$ cat src/rtl/program_loader.sv
// program_loader: takes a byte-serial program image (base, length, data) from the host,
// writes it into program memory and keeps the CPU in sync reset until the image is complete.
// Optional feature macro: PROGRAM_LOADER_CHECKSUM_EN (adds a trailing checksum byte and err).
module program_loader #(
   parameter int PM_ADDR_W   = 8,
   parameter int HOLD_CYCLES = 4
) (
   input  logic                 clk,
   input  logic                 reset_n,
   input  logic                 load_req,
   input  logic                 s_valid,
   input  logic [7:0]           s_data,
   output logic                 s_ready,
   output logic                 pm_wr_en,
   output logic [PM_ADDR_W-1:0] pm_wr_addr,
   output logic [7:0]           pm_wr_data,
   output logic                 cpu_sync_reset,
   output logic                 busy,
   output logic                 err,
   output logic [2:0]           state_dbg
);
   localparam int HC_W = (HOLD_CYCLES > 1) ? $clog2(HOLD_CYCLES) : 1;
   localparam logic [HC_W-1:0] HOLD_LAST = HC_W'(HOLD_CYCLES - 1);
   // A length byte of 0 means a full memory, capped at 256 bytes.
   localparam logic [8:0] LEN_ZERO = (PM_ADDR_W >= 8) ? 9'd256 : 9'(1 << PM_ADDR_W);

   typedef enum logic [2:0] {
      S_GET_ADDR = 3'd0,
      S_GET_LEN  = 3'd1,
      S_WRITE    = 3'd2,
      S_CHECK    = 3'd3,
      S_HOLD     = 3'd4,
      S_RUN      = 3'd5
   } state_t;

   state_t               state, state_nx;
   logic [PM_ADDR_W-1:0] base, index;
   logic [8:0]           remaining;
   logic [HC_W-1:0]      hold_cnt;
   logic                 xfer;
   logic                 wr_en_nx, cpu_rst_nx, busy_nx;
   logic [PM_ADDR_W-1:0] wr_addr_nx;
   logic [7:0]           wr_data_nx;

   // Handshake: a byte moves on a rising clk edge where s_valid && s_ready; s_ready depends
   // only on the state, and the host keeps s_data stable while s_valid is high and unaccepted.
   assign s_ready   = (state == S_GET_ADDR) || (state == S_GET_LEN) ||
                      (state == S_WRITE)    || (state == S_CHECK);
   assign xfer      = s_valid && s_ready;
   assign state_dbg = state;

`ifdef PROGRAM_LOADER_CHECKSUM_EN
   logic [7:0] sum, sum_chk;
   logic       err_nx;
   assign sum_chk = sum + s_data;
`endif

   always_ff @(posedge clk or negedge reset_n) begin
      if (!reset_n) state <= S_GET_ADDR;
      else          state <= state_nx;
   end

   always_comb begin
      state_nx = state;
      case (state)
         S_GET_ADDR: if (xfer) state_nx = S_GET_LEN;
         S_GET_LEN:  if (xfer) state_nx = S_WRITE;
         S_WRITE: begin
            if (xfer && remaining == 9'd1) begin
`ifdef PROGRAM_LOADER_CHECKSUM_EN
               state_nx = S_CHECK;
`else
               state_nx = S_HOLD;
`endif
            end
         end
`ifdef PROGRAM_LOADER_CHECKSUM_EN
         S_CHECK:    if (xfer) state_nx = (sum_chk == 8'd0) ? S_HOLD : S_GET_ADDR;
`endif
         S_HOLD:     if (hold_cnt == HOLD_LAST) state_nx = S_RUN;
         S_RUN:      if (load_req) state_nx = S_GET_ADDR;
         default:    state_nx = S_GET_ADDR;
      endcase
   end

   // Registered outputs are computed from the next state so they line up with it.
   always_comb begin
      wr_en_nx   = (state == S_WRITE) && xfer;
      wr_addr_nx = wr_en_nx ? PM_ADDR_W'(base + index) : pm_wr_addr;
      wr_data_nx = wr_en_nx ? s_data : pm_wr_data;
      cpu_rst_nx = (state_nx != S_RUN);
      busy_nx    = (state_nx != S_RUN);
`ifdef PROGRAM_LOADER_CHECKSUM_EN
      err_nx = err;
      if (state == S_GET_ADDR && xfer)                    err_nx = 1'b0;
      else if (state == S_CHECK && xfer && sum_chk != 0)  err_nx = 1'b1;
`endif
   end

   always_ff @(posedge clk or negedge reset_n) begin
      if (!reset_n) begin
         pm_wr_en       <= 1'b0;
         pm_wr_addr     <= '0;
         pm_wr_data     <= 8'd0;
         cpu_sync_reset <= 1'b1;
         busy           <= 1'b1;
      end else begin
         pm_wr_en       <= wr_en_nx;
         pm_wr_addr     <= wr_addr_nx;
         pm_wr_data     <= wr_data_nx;
         cpu_sync_reset <= cpu_rst_nx;
         busy           <= busy_nx;
      end
   end

   always_ff @(posedge clk or negedge reset_n) begin
      if (!reset_n) begin
         base      <= '0;
         index     <= '0;
         remaining <= 9'd0;
         hold_cnt  <= '0;
      end else begin
         if (state == S_GET_ADDR && xfer) base <= PM_ADDR_W'(s_data);
         if (state == S_GET_LEN && xfer) begin
            remaining <= (s_data == 8'd0) ? LEN_ZERO : {1'b0, s_data};
            index     <= '0;
         end
         if (state == S_WRITE && xfer) begin
            remaining <= remaining - 9'd1;
            index     <= index + PM_ADDR_W'(1);
         end
         if (state == S_HOLD) hold_cnt <= hold_cnt + HC_W'(1);
         else                 hold_cnt <= '0;
      end
   end

`ifdef PROGRAM_LOADER_CHECKSUM_EN
   // The running sum covers address, length and every instruction byte.
   always_ff @(posedge clk or negedge reset_n) begin
      if (!reset_n) begin
         sum <= 8'd0;
         err <= 1'b0;
      end else begin
         err <= err_nx;
         if (state == S_GET_ADDR && xfer)                          sum <= s_data;
         else if ((state == S_GET_LEN || state == S_WRITE) && xfer) sum <= sum_chk;
      end
   end
`else
   assign err = 1'b0;
`endif

endmodule

$ cat config.mk
export PLATFORM = sky130hd
export DESIGN_NAME = program_loader
export DESIGN_NICKNAME = d
export VERILOG_FILES = /design/src/rtl/program_loader.sv
export SDC_FILE = /design/constraint.sdc
export NUM_CORES = 1
export LEC_CHECK = 0
export BUFFER_PORTS_ARGS = -buffer_cell sky130_fd_sc_hd__buf_2
export CELL_PAD_IN_SITES_DETAIL_PLACEMENT = 0
export CELL_PAD_IN_SITES_GLOBAL_PLACEMENT = 1
export CORE_UTILIZATION = 43
export DETAILED_ROUTE_END_ITERATION = 6
export HOLD_SLACK_MARGIN = 0.02
export PLACE_DENSITY_LB_ADDON = 0.1
export SYNTH_ARGS = -nofsm -noshare
export SYNTH_HDL_FRONTEND = slang
export SYNTH_SLANG_ARGS = --single-unit
$ cat constraint.sdc
create_clock -name clk -period 4.9 [get_ports clk]
set_clock_uncertainty 0.05 [all_clocks]
set_input_delay 0.735 -clock clk [delete_from_list [all_inputs] [get_ports clk]]
set_output_delay 0.735 -clock clk [all_outputs]
set_load 0.01 [all_outputs]
Yosys cells after proc, flatten, opt, wreduce, memory -nomap -nowiden

Cells that the tools add are included.

Magnitude comparators: 0
Equality and inequality tests: 8
Bitwise logic cells: 0
$add $sub $neg: 4
Multipliers: 0
Reduce and logical (&&, ||, !) cells: 11
Multiplexer cells: 12
Divide/modulo/power cells: 0
Shift-type cells: 0

Operator list:

| kind                  | number |
|---|---|
| $mux W9               | 3 |
| $mux W8               | 2 |
| $mux W3               | 5 |
| $pmux W3 S5           | 1 |
| $eq A9 B1 Y1 const B  | 1 |
| $sub A9 B1 Y9 const B | 1 |
| $add A8 B1 Y8 const B | 1 |
| $add A8 B8 Y8         | 1 |
| $logic_not A8 Y1      | 1 |
| $eq A3 B2 Y1 const B  | 2 |
| $eq A3 B3 Y1 const B  | 2 |
| $logic_and A1 B1 Y1   | 5 |
| $eq A3 B1 Y1 const B  | 1 |
| $logic_not A3 Y1      | 1 |
| $logic_or A1 B1 Y1    | 3 |
| $ne A3 B3 Y1 const B  | 1 |
| $add A2 B1 Y2 const B | 1 |
| $eq A2 B2 Y1 const B  | 1 |
| $mux W2               | 1 |
| $reduce_bool A2 Y1    | 1 |

RAM bits: 0
Latch bits: 0
Register bits after elaboration: 48
Memories kept: 0
ROM bits: 0

Longest topological paths before layout

Depth after elaboration: 9
Depth in mapped cells: 8
Mapped depth without buffers: 7

Worst setup path before layout

No wires, ideal clock.

Path kind: flip-flop to flip-flop
From: register index[0]
To: register pm_wr_addr[6]
Period minus slack after synthesis: 1.706 ns
Arrival: 1.588 ns
Stages on the path, launching flop included: 8
Data required time: 4.782 ns
Buffers on the path: 0
Slack: 3.194 ns
Library setup time: 0.068 ns
Path through: dfrtp_1 -> ha_1 -> inv_1 -> fa_1 -> nor2b_1 -> o31a_1 -> or3_1 -> nand3_1

Longest elaborated chain between the ends: 1

Ends and longest elaborated chain:

| what                   | line | RTL |
|---|---|---|
| from (decl)            | 37   | `logic [PM_ADDR_W-1:0] base, index;` |
| from (signal assigned) | 130  | `index <= index + PM_ADDR_W'(1);` |
| $add A8 B8 Y8          | 89   | `wr_addr_nx = wr_en_nx ? PM_ADDR_W'(base + index) : pm_wr_addr;` |
| to (signal assigned)   | 109  | `pm_wr_addr <= wr_addr_nx;` |
| to (decl)              | 15   | `output logic [PM_ADDR_W-1:0] pm_wr_addr,` |

Every way passes these cells.
A chain may end at the register's enable or synchronous reset.

Worst setup path after layout

From: register state[0], in the netlist state_dbg[0]
To: register remaining[7]

Longest elaborated chain between the ends: 7

Ends and longest elaborated chain:

| what                                                    | line     | RTL |
|---|---|---|
| from (decl)                                             | 36       | `state_t state, state_nx;` |
| from (signal assigned)                                  | 60       | `else state <= state_nx;` |
| $eq A3 B1 Y1 / $logic_not A3 Y1 (equally long branches) | 47, 124  |  |
| $logic_or A1 B1 Y1 (2 in series)                        | 47       | `assign s_ready = (state == S_GET_ADDR) \|\| (state == S_GET_LEN) \|\|` |
| $logic_or A1 B1 Y1                                      | 48       | `(state == S_WRITE) \|\| (state == S_CHECK);` |
| $logic_and A1 B1 Y1                                     | 49       | `assign xfer = s_valid && s_ready;` |
| $logic_and A1 B1 Y1, on equally long branches           | 128, 124 |  |
| $mux W9 / $reduce_bool A2 Y1 (equally long branches)    | --       |  |
| to (signal assigned)                                    | 125      | `remaining <= (s_data == 8'd0) ? LEN_ZERO : {1'b0, s_data};` |
| to (signal assigned)                                    | 129      | `remaining <= remaining - 9'd1;` |
| to (decl)                                               | 38       | `logic [8:0] remaining;` |

Parallel ways exist; a longest one is shown, timed or not.

==> results.toml <==
[setup_path]
crit_chain = "nand4bb_4 > clkinv_4 > nand3_1 > o311ai_1 > nand3_1"
rr_endpoint = "remaining[7]"
crit_type = "reg -> reg"
timing.rr.start = "state_dbg[0]"
critical_path.most_common_cell = "nand3_1"
start_kind = "flip-flop"
reg2regPathDepth = 5
cp_slowest_stage_delay_ps = 680
crit_end = "remaining[7]"
critPathLaunch = "state_dbg[0]"
cp_max_fo = 36
worst-r2r-setup-slack_ps = 2570
worstPathRequired_ps = 5020
cp_slowest_cell = "nand4bb_4"
end_kind = "flip-flop"
cp_data_arrival_time_ps = 2450

[clock_network]
hold_buffers = 0
clockBufferDepth = 2
cts_resized = 0
clock_latency_ps = 290
cts_max_level = 2
clock-root-buffer = "clkbuf_8"
cts_made_buffers = 5
clkSinkCount = 48
clk_pin_slew_ps = 80
cts_tree = "yes"
post-cts-setup-buffers = 0

[logic_synthesis]
yosys_warnings = 0
ys_ff_latch = 48
synth.area.top_cells = "dfrtp_1 47%, nand2_1 7.1%, ha_1 5.5%"
async_flop_share_pct = 100
synth_cell_types = 54
synth.largest_area_cell = "dfrtp_1"
yosysSeqAreaShare_pct = 47.7
synth_cells = 251
syn_avg_cell_area_sq_um = 10.0
synthTopCellsByCount = "48 x nand2_1, 47 x dfrtp_1, 21 x o21ai_0"
synthFlopType = "dfrtp_1"
synth-edff-count = 0
synthMostInstantiatedCell = "nand2_1"
yosysTopAreaCellShare_pct = 46.7
syn_nets = 275
synthesis.area_sq_um = 2520

[cells_and_area]
drive_gt1_share_pct = 20.3
multiInputGateArea_sq_um = 1190
stdcell_count = 353
fill_cells = 545
syn_to_final_growth_pct = 11.1
fin_nets = 305
num_antenna_cells = 0
seq_area_sq_um = 1200

[placed_design]
dpl.hpwl_mm = 3.62
place_ws_ps = 2350
routabilityCongestion = 0.771
placedCellCount = 346
portBuffers = 34

[power_and_ir_drop]
p_leak_nw = 1.31
ir_worst_vdd_mv = 0.234
switching_power_w = 0.000586
comb_power_share_pct = 39.0
swShare_pct = 38.8
powerDensity_nw_per_um2 = 539
seq_power_share_pct = 44.2
total_power_w = 0.00151
intPower_w = 0.000923
power.share.clock_pct = 16.7

[drt]
ant_nets = 0
route.detailed.drc = 0
dr.max_layer_used = "met4"
met3_length_microns = 194
routed-via-count = 1916
wl_met2_mm = 2.31
firstDrtPassIters = 4
drt_iter0_drc = 135
wl_met1_mm = 2.83
wirelength_mm = 5.39
via_per_inst = 5.43
wl_per_cell_microns = 15.3

[floorplan]
die_w_microns = 78.6
start_util_pct = 45.2
ios = 36
core-area_sq_um = 5570
die_y_microns = 78.6
fp-row-count = 27
die-area_sq_um = 6170

[status]
outcome = "completed"

[global_routing]
antenna_found_initial = 0
grt_max_degree = 49
grt_pass1_vias = 1840
grt_pass1_wl_mm = 9.30
grt_overflow = 0
grt_usage_pct = 19.5

[sta]
hold_violations = 0
holdWs_ps = 391
worst_pin_slew_ps = 629
drv_slew = 0
max-slew-margin-rel_pct = 57.9
finalSetupViolCount = 0
final.setup.tns_ps = 0
period_share_pct = 47.5
setup_ws_ps = 2570
fin_crit_ps = 2330
fmax_mhz = 429
rsz0062_at_grt = "no"

[min_path]
hold_class = "reg -> reg"

[run]
maxCapViolCount = 0
[power by group through the flow]
stage,logic [W],clock network [W],registers (W)
4_1_cts,0.000597,0.000265,0.000668
6_report,0.000589,0.000253,0.000667
3_3_place_gp,0.000593,0,0.000674
3_5_place_dp,0.000596,0,0.000675
2_1_floorplan,0.000424,0,0.000667
5_1_grt,0.000671,0.000277,0.000691
[kinds of logic after synthesis]
group / share of synthesized area [%]
flops: 47.7
compound gates: 13.8
simple gates: 21.4
fa+ha+maj: 6.25
mux: 4.32
other cells: 0.149
buf+inv: 4.91
xor+xnor: 1.39
[worst max-delay path: cells and delay by family (launching register included)]
family | cells | cell delay, ps
buffers and inverters | 1 | 400
DFF | 1 | 550
AOI/OAI and AO/OA | 1 | 280
and+or+nand+nor | 3 | 920
[state kept, by name, summed over array words and instances, names as in the netlist]
| signal | cells |
|---|---|
| base | 8 |
| busy | 1 |
| hold_cnt | 2 |
| index | 8 |
| pm_wr_addr | 8 |
| pm_wr_data | 8 |
| pm_wr_en | 1 |
| remaining | 9 |
| state_dbg | 3 |
[metal layers]
metal | GRT usage, % | up-vias
li1 | - | 961
met1 | 28.0 | 907
met2 | 29.7 | 43
met3 | 4.07 | 5
met4 | 5.00 | 0
met5 | 0 | -
[how the worst min path moves through the flow]
stage                     start  depth (start not counted)          end  slack, ps
floorplan           hold_cnt[0]                          1  hold_cnt[0]        360
global placement    hold_cnt[0]                          1  hold_cnt[0]        380
detailed placement  hold_cnt[0]                          1  hold_cnt[0]        380
CTS                 hold_cnt[0]                          1  hold_cnt[0]        390
global route        hold_cnt[0]                          1  hold_cnt[0]        430
finish              hold_cnt[0]                          1  hold_cnt[0]        390
[area by class of cell]
type	instances	share of cell area, %
Clock buffer	7	3.44
Inverter	9	1.39
Multi-Input combinational cell	182	42.7
Sequential cell	48	42.9
Tap cell	72	3.22
Timing Repair Buffer	35	6.34
[metrics by stage]
stage,instance area [sq um],utilization (%)
detailed placement,2700,48.5
global placement,2700,48.5
finish,2800,50.2
global route,2800,50.2
CTS,2800,50.2
floorplan,2520,-
[layout by cell type (no fill, tap or decap), drive strengths merged, types with 2 or more instances in the layout]
master,netlist,routed
nand4,6,6
o21ai,21,21
a21o,2,2
nor4b,2,2
o211ai,3,3
nand3,14,14
xor2,4,4
nor4,3,3
o311ai,2,2
ha,11,11
a211oi,4,4
buf,11,35
nand2,48,48
nand3b,2,2
nor2,11,11
nor3,4,4
inv,8,8
nor3b,3,3
a221o,2,2
mux2,7,7
clkbuf,1,7
a21oi,5,5
a31oi,2,2
o21bai,3,3
dfrtp,47,47
mux2i,3,3
Power figures use the tool's default switching activity.
